**src/rtl/gpu_pkg.sv**
```systemverilog
// Shared GPU definitions: cluster register map constants, write payload type
// and the position-region address classifier.
package gpu_pkg;

    localparam int unsigned POSITION_WORDS = 6;
    localparam int unsigned GPU_ADDR_WIDTH = 16;
    localparam int unsigned GPU_INT_WIDTH  = 16;

    typedef struct packed {
        logic [GPU_ADDR_WIDTH-1:0] addr;
        logic [GPU_INT_WIDTH-1:0]  data;
    } cluster_wr_t;

    // Position registers occupy the first cluster_size*POSITION_WORDS addresses.
    function automatic logic is_position_addr(input logic [31:0] addr,
                                              input int unsigned cluster_size);
        return addr < 32'(cluster_size * POSITION_WORDS);
    endfunction

endpackage

```
**src/rtl/sync_fifo.sv**
```systemverilog
// Single-clock FIFO with registered pointers and a combinational head word.
module sync_fifo #(
    parameter int unsigned WIDTH = 32,
    parameter int unsigned DEPTH = 8
) (
    input  logic                       clk,
    input  logic                       rst,
    input  logic                       push,
    input  logic [WIDTH-1:0]           push_data,
    input  logic                       pop,
    output logic [WIDTH-1:0]           head,
    output logic                       full,
    output logic                       empty,
    output logic [$clog2(DEPTH+1)-1:0] count
);

    localparam int unsigned PTR_W   = $clog2(DEPTH);
    localparam int unsigned COUNT_W = $clog2(DEPTH + 1);

    logic [WIDTH-1:0] mem [DEPTH];
    logic [PTR_W-1:0] wr_ptr;
    logic [PTR_W-1:0] rd_ptr;
    logic             push_en;
    logic             pop_en;

    assign full    = (count == COUNT_W'(DEPTH));
    assign empty   = (count == '0);
    assign push_en = push && !full;
    assign pop_en  = pop && !empty;
    assign head    = mem[rd_ptr];

    always_ff @(posedge clk) begin
        if (push_en) begin
            mem[wr_ptr] <= push_data;
        end
    end

    // Pointers wrap naturally since DEPTH is a power of two.
    always_ff @(posedge clk) begin
        if (rst) begin
            wr_ptr <= '0;
            rd_ptr <= '0;
            count  <= '0;
        end else begin
            if (push_en) begin
                wr_ptr <= wr_ptr + PTR_W'(1);
            end
            if (pop_en) begin
                rd_ptr <= rd_ptr + PTR_W'(1);
            end
            case ({push_en, pop_en})
                2'b10:   count <= count + COUNT_W'(1);
                2'b01:   count <= count - COUNT_W'(1);
                default: count <= count;
            endcase
        end
    end

endmodule

```
**src/rtl/cluster_write_ctrl.sv**
```systemverilog
// Buffers CPU writes to one sprite cluster and drains them in order, holding
// position-register writes until vertical blanking.
module cluster_write_ctrl
    import gpu_pkg::*;
#(
    parameter int unsigned ADDR_WIDTH   = 16,
    parameter int unsigned INT_WIDTH    = 16,
    parameter int unsigned CLUSTER_SIZE = 10,
    parameter int unsigned FIFO_DEPTH   = 8
) (
    input  logic                            clk,
    input  logic                            rst,
    input  logic [ADDR_WIDTH-1:0]           req_addr,
    input  logic [INT_WIDTH-1:0]            req_data,
    input  logic                            req_valid,
    output logic                            req_ready,
    input  logic                            vblank,
    output logic [ADDR_WIDTH-1:0]           waddr,
    output logic [INT_WIDTH-1:0]            wdata,
    output logic                            wen,
    output logic [$clog2(FIFO_DEPTH+1)-1:0] count,
    output logic                            stalled
);

    localparam int unsigned ENTRY_W = ADDR_WIDTH + INT_WIDTH;

    logic [ENTRY_W-1:0]    head;
    logic [ADDR_WIDTH-1:0] head_addr;
    logic [INT_WIDTH-1:0]  head_data;
    logic                  full;
    logic                  empty;
    logic                  push;
    logic                  is_pos;
    logic                  issue;

    assign req_ready = !full && !rst;
    assign push      = req_valid && req_ready;

    sync_fifo #(
        .WIDTH (ENTRY_W),
        .DEPTH (FIFO_DEPTH)
    ) u_fifo (
        .clk       (clk),
        .rst       (rst),
        .push      (push),
        .push_data ({req_addr, req_data}),
        .pop       (issue),
        .head      (head),
        .full      (full),
        .empty     (empty),
        .count     (count)
    );

    assign head_addr = head[ENTRY_W-1:INT_WIDTH];
    assign head_data = head[INT_WIDTH-1:0];
    assign is_pos    = is_position_addr(32'(head_addr), CLUSTER_SIZE);

    // A blocked position head also blocks everything behind it to keep CPU order.
    assign issue   = !rst && !empty && (!is_pos || vblank);
    assign stalled = !rst && !empty && is_pos && !vblank;

    always_ff @(posedge clk) begin
        if (rst) begin
            wen   <= 1'b0;
            waddr <= '0;
            wdata <= '0;
        end else begin
            wen <= issue;
            if (issue) begin
                waddr <= head_addr;
                wdata <= head_data;
            end
        end
    end

endmodule

```
**config.mk**
```make
export PLATFORM = sky130hd
export DESIGN_NAME = cluster_write_ctrl
export DESIGN_NICKNAME = d
export VERILOG_FILES = /design/src/rtl/gpu_pkg.sv /design/src/rtl/sync_fifo.sv /design/src/rtl/cluster_write_ctrl.sv
export SDC_FILE = /design/constraint.sdc
export NUM_CORES = 1
export LEC_CHECK = 0
export ABC_AREA = 0
export CAP_MARGIN = 10
export CORE_ASPECT_RATIO = 1.25
export CORE_MARGIN = 3
export CORE_UTILIZATION = 55
export CTS_BUF_LIST = sky130_fd_sc_hd__clkbuf_4
export DETAILED_ROUTE_END_ITERATION = 12
export DONT_BUFFER_PORTS = 1
export HOLD_SLACK_MARGIN = 0.1
export PLACE_DENSITY_LB_ADDON = 0.15
export SETUP_SLACK_MARGIN = 0.4
export SYNTH_ARGS = -nofsm -noshare
export SYNTH_HDL_FRONTEND = slang
export SYNTH_SLANG_ARGS = --single-unit
```
**constraint.sdc**
```tcl
create_clock -name clk -period 10.2 [get_ports clk]
set_clock_uncertainty 0.15 [all_clocks]
set_input_delay 1.02 -clock clk [delete_from_list [all_inputs] [get_ports clk]]
set_output_delay 1.02 -clock clk [all_outputs]
set_load 0.01 [all_outputs]
```
==> results_tabular.tex, run 1 <==
\begin{tabular}{lr}
\hline
Metric & Value \\
\hline
\multicolumn{2}{l}{\textbf{Placement}} \\
Number of I/O port buffers & 0 \\
Global placement routability congestion & $\sim$0.73 \\
Detailed placer's ending HPWL & 12300 um \\
Worst setup slack after placement & between 4 and 5 ns \\
\multicolumn{2}{l}{\textbf{Yosys}} \\
Number of synthesized register bits & 302 \\
Net count after synthesis & roughly 600 \\
Portion of the post-synthesis area used by sequential elements & 75.3\% \\
Count of synthesis-stage warnings from yosys & 0 \\
Mean post-synth cell area & approximately 20 um2 \\
Yosys cell types & 32 \\
Number of flops mapped to enable cells by yosys & roughly 260 \\
Cell area after technology mapping & around 11000 um2 \\
Top\_reg\_cell synth & sky130\_fd\_sc\_hd\_\_edfxtp\_1 \\
Instance count of the mapped netlist & roughly 570 \\
Share of async-settable or async-resettable flops after synthesis & 0\% \\
\multicolumn{2}{l}{\textbf{Clocking}} \\
Clock root buffer master & sky130\_fd\_sc\_hd\_\_clkbuf\_4 \\
\# Post-CTS Setup Buffers & 0 \\
Post-CTS Resized & 0 \\
Level count of the clock H-tree & 3 \\
Clk sinks & about 300 \\
CTS tree & built \\
Number of buffers created by CTS & between 70 and 80 \\
Clock edge transition at the registers on the reported setup and hold paths & 0.06 ns \\
Number of buffers inserted for hold repair after clock tree synthesis & 0 \\
Longest Clk Path Bufs & 3 \\
Worst skew pair latency & 0.65 ns \\
\multicolumn{2}{l}{\textbf{Floorplan}} \\
Area of the die & $\sim$23000 um2 \\
Die height & between 150 and 200 um \\
Rows & 58 \\
Floorplan Core Area & 20200 um2 \\
Width of the die & roughly 130 um \\
Initial core utilization & a little under three fifths \\
Io pins & 75 \\
\multicolumn{2}{l}{\textbf{Outcome}} \\
Outcome & finished clean \\
\multicolumn{2}{l}{\textbf{Critical path}} \\
Critical path class & flop to primary output \\
Worst endpoint data arrival time & 4.40 ns \\
Nature of the critical path startpoint & flop \\
Ordered list of cells on the worst path & buf\_4 > mux4\_2 > mux2i\_1 > nand4b\_1 > or4\_2 > buf\_4 > nor3\_1 \\
Crit path largest cell delay & between 0.6 and 0.7 ns \\
Largest fanout on the critical path & 49 \\
Cell seen most often among critical-path stages & sky130\_fd\_sc\_hd\_\_buf\_4 \\
Cell with the largest stage delay on the worst path & sky130\_fd\_sc\_hd\_\_buf\_4 \\
Worst Setup End Kind & primary output \\
Required @ worst endpoint & $\sim$9.0 ns \\
\multicolumn{2}{l}{\textbf{Power and ir drop}} \\
Max IR drop VDD & between 0.1 and 0.15 mV \\
Total power consumption of the routed design & roughly 0.0032 W \\
Static Leak & a little over 4 nW \\
Total power density per cell area & about 250 nW/um2 \\
\multicolumn{2}{l}{\textbf{GRT}} \\
All-Layer GR Usage & between 20 and 25\% \\
First-pass GRT wire length & between 30000 and 40000 um \\
Gr ovfl total & 0 \\
Initial antenna violation count & 1 \\
Via count of the first global-routing pass & between 5000 and 6000 \\
Maximum number of pins on one net before global-route repair & 50 \\
\multicolumn{2}{l}{\textbf{Route}} \\
DRC violation total after the first TritonRoute iteration & 366 \\
DRC violation count after routing & 0 \\
Antenna Nets Post-Route & 0 \\
First drt pass iteration count & 5 \\
Total wire length & about 22000 um \\
Total via count in the routed design & about 5500 \\
Routed wirelength normalized by instance count & 23.5 um \\
Vias per Instance & $\sim$5.9 \\
\multicolumn{2}{l}{\textbf{Finish}} \\
End-of-flow core utilization & between 60\% and 70\% \\
Leading cell type in the layout, fill and taps excluded & sky130\_fd\_sc\_hd\_\_edfxtp\_1 \\
Leading cell types in the layout, fill and taps excluded & 256 x sky130\_fd\_sc\_hd\_\_edfxtp\_1, 112 x sky130\_fd\_sc\_hd\_\_clkbuf\_4, 64 x sky130\_fd\_sc\_hd\_\_mux4\_2 \\
Area Overhead vs Synth & 11.5\% \\
Share of final-layout standard cells stronger than drive strength 1 & a little under a third \\
Number of nets at the end of the flow & between 600 and 700 \\
Filler Cell Count & $\sim$1400 \\
\multicolumn{2}{l}{\textbf{STA}} \\
Setup repair after global routing missed its margin & false \\
Final hold violations & 0 \\
Maximum clock frequency & between 0.15 and 0.2 GHz \\
Post-Route Setup TNS & 0 ns \\
Final setup viols & 0 \\
Worst slew margin relative to its limit & a little under two fifths \\
Final worst-path cycle share & between 50\% and 60\% \\
Transition time of the tightest slew-check pin & between 0.9 and 1 ns \\
Minimum period implied by the final worst setup slack & $\sim$5.6 ns \\
Max Transition Viols Final & 0 \\
Setup slack after layout & around 4.6 ns \\
\multicolumn{2}{l}{\textbf{Min path}} \\
Class of the worst hold path & input port to flop \\
\multicolumn{2}{l}{\textbf{Flow run}} \\
Count of max-cap constraint violations & 0 \\
\hline
\end{tabular}
## where the power goes
part	internal [W]	total (W)	leakage, nW	switching [W]
Sequential	0.00144	0.00159	2.69	0.000153
Combinational	0.000288	0.000564	0.818	0.000276
Clock	0.000552	0.000994	0.582	0.000442
## layer usage
layer  global-route usage (%)  wire, um
met5                        0         0
met4                     6.71       318
met3                     6.55      1820
met2                     34.1     11400
met1                     25.7      8700
## state kept, by name, summed over array words and instances (netlist names), named ones only
name	cells
u_fifo.mem	256
u_fifo.wr_ptr	3
wen	1
u_fifo.count	4
waddr	16
u_fifo.rd_ptr	3
wdata	16
## worst paths after layout
kind,slack [ns],cells past startpoint,endpoint,start
min,0.29,1,wdata[10],rst
min reg2reg,0.30,1,flop,u_fifo.rd_ptr[2]
max,4.63,7,stalled,flop
max reg2reg,4.73,15,u_fifo.count[3],flop
## through the flow
stage / cells / cell area [um2] / hold slack (ns)
after floorplan: 565 / 11400 / 0.278
after global placement: 814 / 11800 / 0.290
after detailed placement: 814 / 11800 / 0.290
after CTS: 945 / 12700 / 0.219
after global routing: 946 / 12700 / 0.230
final: 946 / 12700 / 0.293
## layout make-up
type,count,area (um2),share of cell area [%]
repair buffers,14,105,0.825
diodes,1,2.50,0.0196
multi-input cells,222,2690,21.1
clock buffers,112,841,6.60
clock inverters,19,129,1.01
flip-flops and latches,302,8610,67.6
inverters,6,22.5,0.177
well taps,270,338,2.65
## worst max-delay path: cells and delay by family, from the launching register on
| kind | cells | cell delay, ns |
|---|---|---|
| and+or+nand+nor | 3 | 1.23 |
| buffers and inverters | 2 | 1.01 |
| muxes | 2 | 0.81 |
| DFF | 1 | 0.67 |
## kinds of logic (layout without fill, tap and decap cells)
| logic type | count (synthesis) | in the layout | synth area share, % |
|---|---|---|---|
| buf+inv | 41 | 151 | 1.70 |
| other cells | 0 | 1 | 0 |
| flops | 302 | 302 | 75.3 |
| fa+ha+maj | 6 | 6 | 0.723 |
| compound gates | 55 | 55 | 3.19 |
| simple gates | 48 | 48 | 2.20 |
| mux | 109 | 109 | 16.6 |
| xor+xnor | 4 | 4 | 0.307 |
## synth_stat cells (2+ instances only)
cell	instances	area (um2)
sky130_fd_sc_hd__edfxtp_1	256	7690
sky130_fd_sc_hd__nand2_1	5	18.8
sky130_fd_sc_hd__buf_4	2	15.0
sky130_fd_sc_hd__nor2_1	13	48.8
sky130_fd_sc_hd__a21oi_1	29	145
sky130_fd_sc_hd__mux4_2	64	1440
sky130_fd_sc_hd__inv_1	6	22.5
sky130_fd_sc_hd__dfxtp_1	46	921
sky130_fd_sc_hd__nor3_1	4	20.0
sky130_fd_sc_hd__clkbuf_1	17	63.8
sky130_fd_sc_hd__a311oi_1	23	201
sky130_fd_sc_hd__nand2b_1	15	93.8
sky130_fd_sc_hd__nor4_1	2	12.5
sky130_fd_sc_hd__nand3_1	2	10.0
sky130_fd_sc_hd__buf_2	8	40.0
sky130_fd_sc_hd__xor2_1	3	26.3
sky130_fd_sc_hd__ha_1	5	62.6
sky130_fd_sc_hd__buf_6	3	33.8
sky130_fd_sc_hd__mux2i_1	44	440
sky130_fd_sc_hd__buf_1	5	18.8
sky130_fd_sc_hd__o21ai_0	2	10.0
Power figures use the tool's default switching activity.
==> inputs of run 2 (changes only) <==
- ABC_AREA: 0 -> 1
- clock period: 10.2 -> 5.3 ns (I/O delays scaled with it)
==> results_tabular.tex, run 2 <==
\begin{tabular}{lr}
\hline
Metric & Value \\
\hline
\multicolumn{2}{l}{\textbf{Outcome}} \\
Outcome & finished clean \\
\multicolumn{2}{l}{\textbf{STA}} \\
Post-Route Setup TNS & 0 ns (unchanged) \\
Transition time of the tightest slew-check pin & 1.04 ns (+0.119 ns) \\
Minimum hold slack & 0.246 ns (-0.0470 ns) \\
Final worst-path cycle share & between 80\% and 90\% \\
Worst slew margin relative to its limit & 30.7\% (-7.5 points) \\
Max Transition Viols Final & 0 (unchanged) \\
Maximum clock frequency & 0.231 GHz \\
Setup repair after global routing missed its margin & false \\
Final hold violations & 0 (unchanged) \\
Final setup viols & 0 (unchanged) \\
Minimum period implied by the final worst setup slack & about 4.3 ns \\
\multicolumn{2}{l}{\textbf{Min path}} \\
Class of the worst hold path & input port to flop \\
\multicolumn{2}{l}{\textbf{GRT}} \\
All-Layer GR Usage & 23.0\% (+2.5 points) \\
Initial antenna violation count & 1 (unchanged) \\
Via count of the first global-routing pass & 8146 (+36\%) \\
First-pass GRT wire length & 43300 um (+26\%) \\
Maximum number of pins on one net before global-route repair & 66 (+32\%) \\
Gr ovfl total & 0 (unchanged) \\
\multicolumn{2}{l}{\textbf{Critical path}} \\
Ordered list of cells on the worst path & buf\_4 > buf\_4 > nand2\_1 > nand3\_1 > nand2\_1 > nand2\_1 > nand2\_1 > nor2\_1 > nand2\_1 > nor2\_1 > nand2\_1 > nand2\_1 > inv\_2 > ha\_1 > ha\_1 > nand2\_1 > nor2\_1 > a211oi\_1 > nor2\_1 > nor2\_1 > nand2\_1 > o21ai\_0 > a21oi\_1 \\
Cell with the largest stage delay on the worst path & sky130\_fd\_sc\_hd\_\_buf\_4 \\
Worst Setup End Kind & flop \\
Total buffers and inverters traversed by the critical path & 3 (+1) \\
Worst endpoint data arrival time & 4.70 ns (+0.30 ns) \\
Required @ worst endpoint & 5.68 ns (-3.35 ns) \\
Largest fanout on the critical path & 65 (+33\%) \\
Crit path largest cell delay & 0.68 ns (about the same) \\
Category of cells accounting for the largest share of critical-path delay & buffers and inverters \\
Cell seen most often among critical-path stages & sky130\_fd\_sc\_hd\_\_nand2\_1 \\
Nature of the critical path startpoint & flop \\
Critical path class & flop to flop \\
\multicolumn{2}{l}{\textbf{Placement}} \\
Detailed placer's ending HPWL & 15200 um (+24\%) \\
Global placement routability congestion & 0.786 (+8.3\%) \\
Number of I/O port buffers & 0 (unchanged) \\
Placed instance area & 12600 um2 (+7.4\%) \\
\multicolumn{2}{l}{\textbf{Power and ir drop}} \\
Internal Power & 0.00419 W (+84\%) \\
Max IR drop VDD & 0.199 mV (+82\%) \\
Sw frac & 32.6\% (+5.0 points) \\
Part of the total power dissipated in combinational logic & 23.6\% (+5.7 points) \\
Total net switching power & 0.00203 W (+130\%) \\
Share of total power in the clock network & 29.8\% (-1.7 points) \\
Total power density per cell area & 447 nW/um2 (+81\%) \\
Portion of total power attributed to sequential cells & 46.6\% (-4.0 points) \\
Static Leak & 5.68 nW (+39\%) \\
\multicolumn{2}{l}{\textbf{Route}} \\
Vias per Instance & 5.20 (-11\%) \\
Uppermost layer routed & met4 \\
DRC violation count after routing & 0 (unchanged) \\
Antenna Nets Post-Route & 0 (unchanged) \\
Total wire length & 27500 um (+24\%) \\
Met3 Wirelength & 1820 um (+0.39\%) \\
Routed wirelength normalized by instance count & 17.4 um (-26\%) \\
First drt pass iteration count & 7 (+2) \\
Total via count in the routed design & 8202 (+48\%) \\
Sum of met2 wire segment lengths after detailed routing & 13900 um (+22\%) \\
DRC violation total after the first TritonRoute iteration & 548 (+50\%) \\
Metal-1 WL & 11100 um (+27\%) \\
\multicolumn{2}{l}{\textbf{Yosys}} \\
Most frequent cells after synthesis & 399 x sky130\_fd\_sc\_hd\_\_nand2\_1, 256 x sky130\_fd\_sc\_hd\_\_edfxtp\_1, 173 x sky130\_fd\_sc\_hd\_\_nand3\_1, 111 x sky130\_fd\_sc\_hd\_\_inv\_1, 75 x sky130\_fd\_sc\_hd\_\_nor2\_1 \\
Adder-cell share of the synthesized area & 0.668\% (-0.054 points) \\
Share of async-settable or async-resettable flops after synthesis & 0\% (unchanged) \\
Mean post-synth cell area & 10.5 um2 (-48\%) \\
Number of flops mapped to enable cells by yosys & 256 (unchanged) \\
Instance count of the mapped netlist & 1174 (+110\%) \\
Top\_reg\_cell synth & sky130\_fd\_sc\_hd\_\_edfxtp\_1 \\
Simple-gate share of the synthesized area & 22.5\% (+20 points) \\
Portion of the post-synthesis area used by sequential elements & 69.6\% (-5.7 points) \\
Compound-gate portion of the synthesized area & 1.05\% (-2.1 points) \\
Count of synthesis-stage warnings from yosys & 0 (unchanged) \\
Portion of synthesized cell area occupied by the leading cell type & 62.2\% (-5.1 points) \\
Yosys cell types & 22 (-31\%) \\
Cell area after technology mapping & 12400 um2 (+8.1\%) \\
Xor and xnor fraction of the mapped netlist area & 0.142\% (-0.16 points) \\
Top-count cell post-synth & sky130\_fd\_sc\_hd\_\_nand2\_1 \\
Dominant combinational cell family by area after synthesis & simple AND/OR/NAND/NOR gates \\
Number of synthesized register bits & 302 (unchanged) \\
Share of cell area taken by muxes after synthesis & 0\% (-17 points) \\
Most area-hungry cell type in the Yosys netlist & sky130\_fd\_sc\_hd\_\_edfxtp\_1 \\
Biggest area contributors in the synthesized netlist & sky130\_fd\_sc\_hd\_\_edfxtp\_1 62\%, sky130\_fd\_sc\_hd\_\_nand2\_1 12\%, sky130\_fd\_sc\_hd\_\_dfxtp\_1 7.5\%, sky130\_fd\_sc\_hd\_\_nand3\_1 7.0\%, sky130\_fd\_sc\_hd\_\_inv\_1 3.4\% \\
Net count after synthesis & 1216 (+100\%) \\
\multicolumn{2}{l}{\textbf{Clocking}} \\
Number of buffers inserted for hold repair after clock tree synthesis & 35 (+35) \\
Longest Clk Path Bufs & 3 (unchanged) \\
CTS tree & built \\
Clk sinks & 302 (unchanged) \\
Post-CTS Resized & 0 (unchanged) \\
\# Post-CTS Setup Buffers & 0 (unchanged) \\
Clock root buffer master & sky130\_fd\_sc\_hd\_\_clkbuf\_4 \\
Level count of the clock H-tree & 3 (unchanged) \\
Number of buffers created by CTS & 73 (+2.8\%) \\
Clock edge transition at the registers on the reported setup and hold paths & 0.07 ns (about the same) \\
Worst skew pair latency & 0.67 ns (+0.02 ns) \\
\multicolumn{2}{l}{\textbf{Floorplan}} \\
Area of the die & 24300 um2 (+7.8\%) \\
Rows & 60 (+3.4\%) \\
Io pins & 75 (unchanged) \\
Initial core utilization & 56.6\% (+0.13 points) \\
Width of the die & 140 um (+3.8\%) \\
Die height & 174 um (+3.8\%) \\
Floorplan Core Area & 21800 um2 (+7.9\%) \\
\multicolumn{2}{l}{\textbf{Finish}} \\
Regs by FF count & u\_fifo.mem: 256 flops, waddr: 16 flops, wdata: 16 flops \\
Number of nets at the end of the flow & 1289 (+96\%) \\
Area Overhead vs Synth & 12.5\% \\
Flip-flop count of the largest register after layout & 256 (unchanged) \\
Leading cell type in the layout, fill and taps excluded & sky130\_fd\_sc\_hd\_\_nand2\_1 \\
Largest register by flop count & u\_fifo.mem \\
Summed area of non-filler cells in the final layout & 13900 um2 (+9.1\%) \\
Leading cell types in the layout, fill and taps excluded & 399 x sky130\_fd\_sc\_hd\_\_nand2\_1, 256 x sky130\_fd\_sc\_hd\_\_edfxtp\_1, 173 x sky130\_fd\_sc\_hd\_\_nand3\_1 \\
Share of final-layout standard cells stronger than drive strength 1 & 11.3\% (-20 points) \\
\multicolumn{2}{l}{\textbf{Flow run}} \\
Count of max-cap constraint violations & 0 (unchanged) \\
\hline
\end{tabular}
-- run 2: final timing paths --
path	slack, ns	endpoint	start	cells after the start
min	0.25	flop	rst	4
max	0.97	u_fifo.count[3]	flop	23
min reg2reg	0.35	flop	u_fifo.rd_ptr[1]	2
max reg2reg	0.97	u_fifo.count[3]	flop	23
-- run 2: area by class of cell --
type | instances | area (um2)
Tap cell | 279 | 349
Antenna cell | 1 | 2.50
Clock buffer | 102 | 766
Clock inverter | 23 | 140
Sequential cell | 302 | 8610
Multi-Input combinational cell | 698 | 3080
Fill cell | 1776 | 7950
Inverter | 114 | 429
Timing Repair Buffer | 58 | 523
-- run 2: metrics by stage --
step / setup slack, ns / utilization (%) / instances / total power, W
2_1_floorplan: 2.16 / - / 1174 / 0.00404
3_3_place_gp: 1.20 / 57.9 / 1416 / 0.00435
3_5_place_dp: 1.08 / 57.9 / 1416 / 0.00438
4_1_cts: 0.989 / 63.6 / 1576 / 0.00628
5_1_grt: 0.662 / 63.6 / 1577 / 0.00663
6_report: 0.973 / 63.6 / 1577 / 0.00621
-- run 2: kinds of logic after synthesis --
kind of cell    Yosys count
simple gates            665
compound gates           25
buf+inv                 174
fa+ha+maj                 6
xor+xnor                  2
flops                   302
-- run 2: power groups by stage --
stage | Clock, W | Sequential (W) | Combinational, W
floorplan | 0 | 0.00292 | 0.00112
global placement | 0 | 0.00295 | 0.00140
detailed placement | 0 | 0.00295 | 0.00143
CTS | 0.00190 | 0.00290 | 0.00148
global route | 0.00204 | 0.00291 | 0.00168
finish | 0.00185 | 0.00290 | 0.00147
-- run 2: worst min-delay path: cells and delay by family --
family	cells	cell delay, ns
AND/OR/NAND/NOR	1	0.13
AO/OA/AOI/OAI	2	0.11
buffers and inverters	1	0.22
-- run 2: routing by layer --
layer / up-vias / GRT usage [%]
li1: 4069 / -
met1: 3820 / 28.4
met2: 261 / 39.7
met3: 52 / 4.77
met4: 0 / 8.84
met5: - / 0
